===== src/rtl/mips_run_controller.sv =====
// mips_run_controller
// Run sequencer between the board clock/reset and the MIPS core. After a
// start request it holds the core in reset for RESET_CYCLES cycles. It then
// enables the core and counts the cycles it runs. It stops the core when the
// cycle budget is used up or when an external halt is requested.
//
// Ports
//   clock        system clock, rising edge
//   reset        asynchronous, active-high controller reset
//   start        level; begins a run when sampled in IDLE or DONE
//   halt_req     level; stops the core when sampled in RUN
//   core_reset   reset to the core, active-high
//   core_run     clock enable to the core
//   cycle_count  cycles core_run has been high in the current run
//   done         high while in DONE
//   state        IDLE=0, HOLD=1, RUN=2, DONE=3 (debug)
module mips_run_controller #(
  parameter int RESET_CYCLES = 2,
  parameter int MAX_CYCLES   = 16,
  parameter int CNT_W        = 32
) (
  input  logic             clock,
  input  logic             reset,
  input  logic             start,
  input  logic             halt_req,
  output logic             core_reset,
  output logic             core_run,
  output logic [CNT_W-1:0] cycle_count,
  output logic             done,
  output logic [1:0]       state
);

  if (RESET_CYCLES < 1 || RESET_CYCLES > 255) begin : g_bad_reset_cycles
    $error("mips_run_controller: RESET_CYCLES must be in 1..255");
  end
  if (CNT_W < 1 || MAX_CYCLES < 0 ||
      (CNT_W < 63 && longint'(MAX_CYCLES) > ((longint'(1) << CNT_W) - 1))) begin : g_bad_max_cycles
    $error("mips_run_controller: MAX_CYCLES does not fit in CNT_W bits");
  end

  typedef enum logic [1:0] {
    S_IDLE = 2'd0,
    S_HOLD = 2'd1,
    S_RUN  = 2'd2,
    S_DONE = 2'd3
  } state_t;

  localparam logic [7:0]     HOLD_LOAD = 8'(RESET_CYCLES - 1);
  localparam logic [CNT_W:0] MAX_W     = (CNT_W+1)'(MAX_CYCLES);

  // Increment that sticks at all-ones instead of wrapping (unlimited budget).
  function automatic logic [CNT_W-1:0] sat_inc(input logic [CNT_W-1:0] v);
    return (&v) ? v : v + CNT_W'(1);
  endfunction

  // True when this RUN cycle is the last one the budget allows.
  function automatic logic budget_hit(input logic [CNT_W-1:0] v);
    return (MAX_CYCLES != 0) && (({1'b0, v} + (CNT_W+1)'(1)) == MAX_W);
  endfunction

  state_t           st, st_nxt;
  logic [7:0]       hold, hold_nxt;
  logic [CNT_W-1:0] cnt, cnt_nxt;

  always_ff @(posedge clock or posedge reset) begin
    if (reset) begin
      st         <= S_IDLE;
      hold       <= 8'd0;
      cnt        <= '0;
      core_reset <= 1'b1;
      core_run   <= 1'b0;
      done       <= 1'b0;
    end else begin
      st         <= st_nxt;
      hold       <= hold_nxt;
      cnt        <= cnt_nxt;
      // Output flops are loaded from the next-state decode so that they
      // always match the state register without a combinational tail.
      core_reset <= (st_nxt == S_IDLE) || (st_nxt == S_HOLD);
      core_run   <= (st_nxt == S_RUN);
      done       <= (st_nxt == S_DONE);
    end
  end

  always_comb begin
    st_nxt   = st;
    hold_nxt = hold;
    cnt_nxt  = cnt;
    case (st)
      S_IDLE, S_DONE: begin
        if (start) begin
          st_nxt   = S_HOLD;
          hold_nxt = HOLD_LOAD;
          cnt_nxt  = '0;
        end
      end
      S_HOLD: begin
        if (hold == 8'd0) st_nxt = S_RUN;
        else              hold_nxt = hold - 8'd1;
      end
      S_RUN: begin
        // The exit cycle still counts as a run cycle.
        cnt_nxt = sat_inc(cnt);
        if (halt_req || budget_hit(cnt)) st_nxt = S_DONE;
      end
      default: st_nxt = S_IDLE;
    endcase
  end

  assign cycle_count = cnt;
  assign state       = st;

endmodule

===== config.mk =====
export PLATFORM = sky130hd
export DESIGN_NAME = mips_run_controller
export DESIGN_NICKNAME = d
export VERILOG_FILES = /design/src/rtl/mips_run_controller.sv
export SDC_FILE = /design/constraint.sdc
export NUM_CORES = 1
export LEC_CHECK = 0
export BUFFER_PORTS_ARGS = -buffer_cell sky130_fd_sc_hd__buf_2
export CORE_ASPECT_RATIO = 1.1
export CORE_MARGIN = 8
export CORE_UTILIZATION = 54
export CTS_CLUSTER_SIZE = 12
export DETAILED_ROUTE_END_ITERATION = 16
export PLACE_DENSITY = 0.71
export RECOVER_POWER = 100
export SYNTH_ARGS = -nofsm -noshare
export SYNTH_HDL_FRONTEND = slang
export SYNTH_SLANG_ARGS = --single-unit

===== constraint.sdc =====
create_clock -name clock -period 4.3 [get_ports clock]
set_clock_uncertainty 0.15 [all_clocks]
set_input_delay 0.215 -clock clock [delete_from_list [all_inputs] [get_ports clock]]
set_output_delay 0.215 -clock clock [all_outputs]
set_load 0.02 [all_outputs]

==> metrics.csv <==
metric,value,unit
Initial Util,55.1,%
Layout area overhead,5.46,%
Yosys top cell by area,dfrtp_1,
max-slew violations,46,
Ant. Diodes,0,
Critical Path Most Common Cell,o21ai_0,
DRT iter0 DRCs,248,
mapped cell area,3140,sq um
CTS tree,done,
type of the worst setup path,reg2reg,
Final period util,81.9,%
number of H-tree levels,2,
Avg Vias per Cell,6.49,
PortBufs,40,
first-pass GRT wire length,14300,um
Max VDD drop,0.292,mV
most area-consuming cells after synthesis,"dfrtp_1, o21ai_0, o31ai_1",
"Max stage delay cell, worst path",or2_1,
drt pass-1 iters,5,
Crit path largest cell delay,0.79,ns
total congestion overflow,0,
list of most frequent post-synthesis cells,"dfrtp_1, o21ai_0, nor2_1",
final setup vio count,0,
post-synth top area share,35.1,%
"Net Count, Synth",388,
maximum fanout along the worst path,23,
unrepaired setup endpoints after global routing,false,
prevailing post-synth register cell,dfrtp_1,
Routability Congestion,0.914,
async set-reset flop share out of synthesis,100,%
Hold WC Path Type,in2reg,
die area,8510,sq um
Yosys warning count,0,
# resized after CTS,0,
Tot Pwr,1.44,mW
Die Ht,96.0,um
core area,5700,sq um
maximum clock path buffer count,2,
Post-CTS Setup Bufs,0,
Routed WL,8750,um
DRC Markers,0,
Slew headroom,-18.6,%
I/O pins,41,
Routed Antenna Nets,0,
Inst Count DP,466,
post-route insts no fill,474,
P_leak,1.30,nW
max cap viols,1,
fillers,555,
routed wire length per instance,18.5,um
P per Cell Area,436,nW/um^2
number of synthesized flops with an enable pin,0,
CP Cell Sequence,ha_1 > and3_1 > nand4_1 > or4_1 > o21ai_0 > or2_1 > o21ai_0,
Site Rows,29,
sequential element share of the synthesized area,35.9,%
Max Freq,284,MHz
post-layout net count,406,
Tmin final,3.52,ns
cell with the most instances after synthesis,dfrtp_1,
slew of the pin with the lowest slew margin,1.78,ns
clk sinks,45,
outcome,"finished, violations left",
largest net degree at the start of global routing,46,
Root Buffer,clkbuf_8,
Post-DP HPWL,5990,um
Die Width,88.7,um
layout cells sized above 1,3.78,%
cts hold-fix bufs,0,
Storage cell area,1130,sq um
fin util,58.1,%
CP required,4.30,ns
Unique masters post-synth,58,
Final Hold Slack,0.0945,ns
Worst setup SP type,register,
Worst-Skew Late Latency,0.31,ns
initial antenna violation count,0,
total track usage,21.3,%
TNS Setup,0,ns
Synth Instances,378,
CP Capture Type,register,
vias in the first global route,2910,
Synth Register Bits,45,
TritonCTS Buffers,5,
Worst-path clk slew,0.09,ns
area of the multi-input gates,1800,sq um
Mean Syn Cell Area,8.31,sq um
Crit path arrival time,3.52,ns
failing checks,"max-capacitance violations, max-slew violations",
vias,3075,
final hold vios,0,
## cell families (layout without fill, tap and decap cells)
logic type / after synthesis / in the layout / share of synthesized area, %
AND/OR/NAND/NOR: 159 / 159 / 28.3
AO/OA/AOI/OAI: 111 / 111 / 22.9
flip-flops: 45 / 45 / 35.9
buffers and inverters: 42 / 61 / 6.10
XOR/XNOR: 10 / 10 / 2.79
adder cells (fa/ha/maj): 6 / 6 / 2.39
multiplexers: 5 / 5 / 1.63
## path summary, 6_finish.rpt
check                                    start               to  slack (ns)  cells past startpoint
worst max-delay path            cycle_count[0]  cycle_count[26]        0.78                      7
worst min-delay path                  halt_req         state[0]        0.09                      3
worst max register to register  cycle_count[0]  cycle_count[26]        0.78                      7
worst min register to register         hold[6]          hold[6]        0.40                      2
max in group asynchronous                reset  cycle_count[16]        2.65                      2
min in group asynchronous                reset  cycle_count[29]        0.32                      2
## routing by layer
| layer | vias to the layer above | track usage, % | share of wire, % |
|---|---|---|---|
| li1 | 1458 | - | - |
| met1 | 1491 | 25.0 | 42 |
| met2 | 105 | 37.0 | 51 |
| met3 | 21 | 3.84 | 5.2 |
| met4 | 0 | 9.45 | 2.2 |
| met5 | - | 0 | 0 |
## sequential cells by signal, indices dropped and copies added, names as in the netlist
signal	cells
cycle_count	32
hold	8
state	2
core_reset	1
core_run	1
done	1
## per-stage QoR
| stage | area, sq um | setup WS, ns |
|---|---|---|
| final | 3310 | 0.779 |
| after global routing | 3310 | 0.608 |
| after CTS | 3390 | 1.03 |
| after detailed placement | 3310 | 1.04 |
| after global placement | 3310 | 1.14 |
| after floorplan | 3140 | 1.40 |
## cell type report
cell class / count / share of cell area, %
multi-input combinational: 291 / 54.2
sequential: 45 / 34.0
timing repair buffer: 43 / 5.21
tap: 77 / 2.91
clock buffer: 6 / 2.19
inverter: 10 / 1.13
clock inverter: 2 / 0.302
## report_power, final
part / switching, mW / internal [mW]
Sequential: 0.0439 / 0.480
Combinational: 0.440 / 0.217
Clock: 0.149 / 0.113
## placed cells by master (no fill, tap or decap), types with 2 or more instances in the layout
cell type,netlist,final
dfrtp_1,44,44
o21ai_0,38,43
clkbuf_1,16,39
nor2_1,29,29
nand2_1,25,25
nand3_1,23,23
o31ai_1,21,21
nand4_1,19,20
a21oi_1,12,12
and3_1,10,10
nor4_1,10,10
inv_1,9,9
and4_1,8,8
xnor2_1,8,8
a31oi_1,7,7
or3_1,7,7
and2_1,7,6
ha_1,6,6
or4_1,4,5
clkbuf_8,0,5
o41ai_1,4,4
a21o_1,4,4
mux2i_1,4,4
nor3_1,3,3
a22oi_1,3,3
nand2b_1,3,3
buf_2,12,3
nor4b_1,2,2
a2111oi_0,2,2
o31a_1,2,2
xor2_1,2,2
and2_0,1,2
a211o_1,2,2
clkinv_2,0,2
buf_4,3,2
## critical path: cells and delay by family, from the launching register on
kind                     cells  cell delay (ns)
AND/OR/NAND/NOR              4             2.00
flip-flops                   1             0.48
AO/OA/AOI/OAI                2             0.42
adder cells (fa/ha/maj)      1             0.32
No activity file was read; power rests on OpenSTA's default activity.
